File: src/rtl/clock_control_pkg.sv
// Shared types and constants for the root clock-domain controller.
package clock_control_pkg;

  typedef enum logic [1:0] {
    CC_SILENT,
    CC_STARTING,
    CC_READY,
    CC_STOPPING
  } cc_state_e;

  localparam int CC_WAKE_CNT_W = 16;

  // Largest of three window lengths; sizes the shared timer width.
  function automatic int cc_max3(input int a, input int b, input int c);
    int m;
    m = (a > b) ? a : b;
    return (m > c) ? m : c;
  endfunction

endpackage

File: src/rtl/clock_control_timer.sv
// Loadable down-counter that holds at zero; zero flag is combinational.
module clock_control_timer #(
  parameter int W = 2
) (
  input  logic         clk,
  input  logic         rst,
  input  logic         load,
  input  logic [W-1:0] load_val,
  input  logic         dec,
  output logic         zero
);

  logic [W-1:0] cnt_q;

  // Load wins over decrement; decrement stops at zero.
  always_ff @(posedge clk) begin
    if (rst)                      cnt_q <= '0;
    else if (load)                cnt_q <= load_val;
    else if (dec && cnt_q != '0)  cnt_q <= cnt_q - 1'b1;
  end

  assign zero = (cnt_q == '0);

endmodule

File: src/rtl/clock_control_root.sv
// Root clock-domain controller: sequences SILENT/STARTING/READY/STOPPING,
// drives the clock-gate enable and counts wake-ups.
module clock_control_root
  import clock_control_pkg::*;
#(
  parameter int START_CYCLES   = 4,
  parameter int STOP_CYCLES    = 4,
  parameter int MIN_OFF_CYCLES = 2
) (
  input  logic                     clk,
  input  logic                     rst,
  input  logic                     request,
  input  logic                     force_on,
  output logic                     ready,
  output logic                     silent,
  output logic                     starting,
  output logic                     stopping,
  output logic                     clk_en,
  output logic [CC_WAKE_CNT_W-1:0] wake_count
);

  localparam int CNT_W = $clog2(cc_max3(START_CYCLES, STOP_CYCLES, MIN_OFF_CYCLES) + 1);
  localparam logic [CNT_W-1:0] START_LD = CNT_W'(START_CYCLES - 1);
  localparam logic [CNT_W-1:0] STOP_LD  = CNT_W'(STOP_CYCLES - 1);
  localparam logic [CNT_W-1:0] OFF_LD   = CNT_W'(MIN_OFF_CYCLES);

  cc_state_e                state_q, state_d;
  logic                     silent_q, starting_q, ready_q, stopping_q, clk_en_q;
  logic [CC_WAKE_CNT_W-1:0] wake_q;

  logic             req_eff;
  logic             win_load, win_dec, win_zero;
  logic [CNT_W-1:0] win_val;
  logic             off_load, off_dec, off_zero;
  logic             wake_inc;

  // All requesters share clk, so the request is used unsynchronized.
  assign req_eff = request | force_on;

  // Start/stop window timer: only counts in the two timed states.
  assign win_dec = (state_q == CC_STARTING) || (state_q == CC_STOPPING);
  clock_control_timer #(.W(CNT_W)) u_win (
    .clk(clk), .rst(rst), .load(win_load), .load_val(win_val),
    .dec(win_dec), .zero(win_zero)
  );

  // Off-hold timer: enforces a minimum gated-off time after a stop.
  assign off_dec = (state_q == CC_SILENT);
  clock_control_timer #(.W(CNT_W)) u_off (
    .clk(clk), .rst(rst), .load(off_load), .load_val(OFF_LD),
    .dec(off_dec), .zero(off_zero)
  );

  // Next-state and timer-load decode; STARTING and STOPPING ignore requests
  // until their window expires.
  always_comb begin
    state_d  = state_q;
    win_load = 1'b0;
    win_val  = '0;
    off_load = 1'b0;
    wake_inc = 1'b0;
    unique case (state_q)
      CC_SILENT: if (off_zero && req_eff) begin
        state_d  = CC_STARTING;
        win_load = 1'b1;
        win_val  = START_LD;
        wake_inc = 1'b1;
      end
      CC_STARTING: if (win_zero) begin
        if (req_eff) state_d = CC_READY;
        else begin
          state_d  = CC_STOPPING;
          win_load = 1'b1;
          win_val  = STOP_LD;
        end
      end
      CC_READY: if (!req_eff) begin
        state_d  = CC_STOPPING;
        win_load = 1'b1;
        win_val  = STOP_LD;
      end
      CC_STOPPING: if (win_zero) begin
        state_d  = CC_SILENT;
        off_load = 1'b1;
      end
      default: state_d = CC_SILENT;
    endcase
  end

  // State register with status and gate enable registered from the next state.
  always_ff @(posedge clk) begin
    if (rst) begin
      state_q    <= CC_SILENT;
      silent_q   <= 1'b1;
      starting_q <= 1'b0;
      ready_q    <= 1'b0;
      stopping_q <= 1'b0;
      clk_en_q   <= 1'b0;
      wake_q     <= '0;
    end else begin
      state_q    <= state_d;
      silent_q   <= (state_d == CC_SILENT);
      starting_q <= (state_d == CC_STARTING);
      ready_q    <= (state_d == CC_READY);
      stopping_q <= (state_d == CC_STOPPING);
      clk_en_q   <= (state_d != CC_SILENT);
      if (wake_inc && wake_q != '1) wake_q <= wake_q + 1'b1;
    end
  end

  assign silent     = silent_q;
  assign starting   = starting_q;
  assign ready      = ready_q;
  assign stopping   = stopping_q;
  assign clk_en     = clk_en_q;
  assign wake_count = wake_q;

endmodule

File: config.mk
export PLATFORM = sky130hd
export DESIGN_NAME = clock_control_root
export DESIGN_NICKNAME = d
export VERILOG_FILES = /design/src/rtl/clock_control_pkg.sv /design/src/rtl/clock_control_timer.sv /design/src/rtl/clock_control_root.sv
export SDC_FILE = /design/constraint.sdc
export NUM_CORES = 1
export LEC_CHECK = 0
export ABC_AREA = 1
export BUFFER_PORTS_ARGS = -buffer_cell sky130_fd_sc_hd__clkbuf_2
export CORE_ASPECT_RATIO = 1.75
export CORE_MARGIN = 3
export CORE_UTILIZATION = 45
export CTS_CLUSTER_SIZE = 28
export DETAILED_ROUTE_END_ITERATION = 8
export PLACE_DENSITY = 0.65
export SETUP_SLACK_MARGIN = 0.4
export SLEW_MARGIN = 30
export SYNTH_ARGS = -nofsm -noshare
export SYNTH_HDL_FRONTEND = slang
export SYNTH_HIERARCHICAL = 1
export SYNTH_SLANG_ARGS = --single-unit
export TNS_END_PERCENT = 10
File: constraint.sdc
create_clock -name clk -period 2.05 [get_ports clk]
set_input_delay 0.1025 -clock clk [delete_from_list [all_inputs] [get_ports clk]]
set_output_delay 0.1025 -clock clk [all_outputs]
set_load 0.01 [all_outputs]
==> impl_metrics.yaml <==
status:
  outcome: "finished, final reports clean"
route:
  drtAntennaViolNets: 0
  drt-total-wl_mm: 3.85
  drt_first_pass_iters: 4
  post_drt_via_cell_ratio: 4.90
  drt_iter0_markers: 32
  detail_route.wl_per_cell_um: 11.1
  vias: 1695
  drc: 0
timing:
  period_minus_slack_ns: 1.58
  fin_crit_sh: 0.772
  skew_ns: 0.00209
  setup_viol: 0
  worst_pin_slew_ns: 0.520
  clock.fmax_mhz: 632
  rsz0062_at_grt: "true"
  maxSlewViolCount: 0
  setup_ws_ns: 0.467
  tns_ns: 0
  hold_slack_ns: 0.326
  hold_violations: 0
  relSlewSlack: 0.653
finish:
  fillers: 359
  drive_above_1_share: 0.272
  final_util: 0.600
  nets: 309
  area_growth_pct: 24.2
  final_cells: 346
  diodes: 0
setup_path:
  path_cells: "inv_2 > ha_4 > ha_4 > inv_2 > nor2_2 > nand2_2 > nand2_2 > inv_2 > a21oi_4 > inv_2 > nand2_4 > buf_6 > nor2_1 > nor2_2"
  crit_required_ns: 2.27
  cp-end-kind: "flip-flop"
  cp_common_cell: "inv_2"
  crit_start: "u_off/cnt_q[0]"
  rrSetupSlack_ns: 0.47
  path_class: "reg -> reg"
  r2r_cells: 14
  slowest_delay_ns: 0.33
  crit_path_start_kind: "flip-flop"
  crit_fanout: 8
  cp_top_family: "simple AND/OR/NAND/NOR gates"
  worstReg2RegEnd: "u_win/cnt_q[0]"
  cp.arrival_ns: 1.80
  critPathBufInv: 5
  slowest_stage: "dfxtp_2"
  r2r_start: "u_off/cnt_q[0]"
power:
  p_comb_frac: 0.518
  swShare: 0.419
  internal_power_uw: 1450
  power_density_nw_per_um2: 1200
  peakVddDrop_mv: 1.02
  power.net_switching_uw: 1050
  seq_power_share: 0.297
  power_frac_clock: 0.184
  p_leak_uw: 0.000899
min_path:
  hold_class: "in -> reg"
  worstHoldPathCells: 2
  min_to: "wake_count[4]"
  worstHoldStart: "rst"
yosys:
  ys_top_cells_by_area: "dfxtp_1 (35%), nand2_1 (18%), nor2_1 (9.6%)"
  synth-adder-area-share: 0.0373
  synth_compound_area_frac: 0.0925
  synth_top_area_frac: 0.346
  yosys-top-cells-count: "nand2_1 (81), nor2_1 (43), inv_1 (38)"
  ys_async_sr_fraction: 0
  yosys.area.top_type: "dfxtp_1"
  synthSimpleGateAreaFrac: 0.375
  yosysWarnings: 6
  yosysSeqAreaShare: 0.346
  synth_edf_count: 0
  synth.distinct_cells: 22
  synth-xor-area-share: 0.0366
  syn_avg_cell_area_um2: 6.37
  yosysMostFrequentCell: "nand2_1"
  synth.area.mux_share: 0
  synth_top_family_by_area: "simple AND/OR/NAND/NOR gates"
  syn_inst: 263
  synth_area_um2: 1680
  synth_flop_cell: "dfxtp_1"
  ys_ff_latch: 29
global_routing:
  overflow: 0
  grt_pass1_wl_mm: 6.37
  grt_use_total: 0.184
  grt_pass1_vias: 1565
  grt_start_max_net_pins: 19
  antenna_found_initial: 0
floorplanning:
  die_w_um: 52.1
  row_count: 28
  dieArea_um2: 4520
  core-area_um2: 3470
  die_h_um: 86.7
  ios: 25
  initial_utilization: 0.483
clock_tree:
  htreeDepth: 2
  cts_tree: "built"
  cts_buffer_depth: 2
  cts_root_buf: "clkbuf_8"
  clk_latency_ns: 0.28
  clk_pin_slew_ns: 0.07
  clock_sinks: 29
  cts_buffers: 5
placement:
  place.gp.congestion: 0.811
  dp.cells: 332
  dp_hpwl_mm: 2.81
  pre_cts_ws_ns: 0.232
  io_buffers: 24
run:
  max-cap-violations: 0
[worst max path at each step]
stage / to / slack [ns] / depth (start not counted)
after CTS: u_win/cnt_q[1] / 0.36 / 14
final: u_win/cnt_q[0] / 0.47 / 14
after global placement: u_win/cnt_q[1] / 0.27 / 14
after detailed placement: wake_count[15] / 0.23 / 10
after floorplan: u_win/cnt_q[1] / 0.42 / 14
after global routing: wake_count[0] / 0.33 / 8
[sequential cells by signal, summed over array words and instances, names as in the netlist]
register / cells
u_win/cnt_q: 3
silent: 1
u_off/cnt_q: 3
ready: 1
stopping: 1
state_q: 2
starting: 1
clk_en: 1
wake_count: 16
[power groups by stage]
stage	Combinational [uW]	Clock (uW)	Sequential, uW
floorplan	727	0	768
global placement	935	0	743
detailed placement	950	0	746
CTS	1060	475	736
global route	1480	509	756
finish	1300	462	744
[cell families after synthesis]
group | count (synthesis)
simple gates | 153
buf+inv | 45
flops | 29
compound gates | 22
xor+xnor | 7
fa+ha+maj | 5
other cells | 2
[through the flow]
| stage | cell area [um^2] | power, uW |
|---|---|---|
| 2_1_floorplan | 1690 | 1500 |
| 3_3_place_gp | 1860 | 1680 |
| 3_5_place_dp | 1860 | 1700 |
| 4_1_cts | 1990 | 2270 |
| 5_1_grt | 2080 | 2740 |
| 6_report | 2080 | 2500 |
[per-layer routing]
layer  GRT usage  share of wire
met5           0              0
met4      0.0860          0.031
met3      0.0430          0.035
met2       0.359           0.58
met1       0.168           0.36
[cell type report]
type | count | area, um^2 | area share
repair buffers | 33 | 216 | 0.104
clock inverters | 3 | 17.5 | 0.00841
flip-flops and latches | 29 | 583 | 0.280
well taps | 45 | 56.3 | 0.0270
inverters | 40 | 150 | 0.0721
multi-input cells | 191 | 990 | 0.475
clock buffers | 5 | 68.8 | 0.0331
[cell usage in the layout (no fill, tap or decap)]
cell	synthesis	layout
a21oi_4	0	1
a21oi_1	6	5
ha_1	5	3
o21ai_0	6	5
xor2_1	4	4
nand3_1	13	13
nand2_4	0	1
dfxtp_2	0	2
buf_12	0	2
o21ai_1	0	1
nor2_1	43	40
nand2_1	81	76
conb_1	2	4
clkinv_2	0	2
o21ai_4	1	1
clkbuf_2	0	24
inv_2	2	9
ha_4	0	2
nor2_4	0	1
clkbuf_8	0	5
buf_6	1	1
nor3_1	1	1
xnor2_1	3	3
dfxtp_1	29	27
inv_1	38	31
nand4_1	6	6
a21oi_2	9	9
buf_4	1	6
nor2_2	5	7
nand2_2	4	8
clkinvlp_4	0	1
[what timing repair did]
action	4_1_cts	5_1_grt
resized for setup	5	21
hold buffers	0	0
endpoints found under the setup margin	20	27
setup buffers	2	4
pin swaps	1	6
No activity file was read; power rests on OpenSTA's default activity.
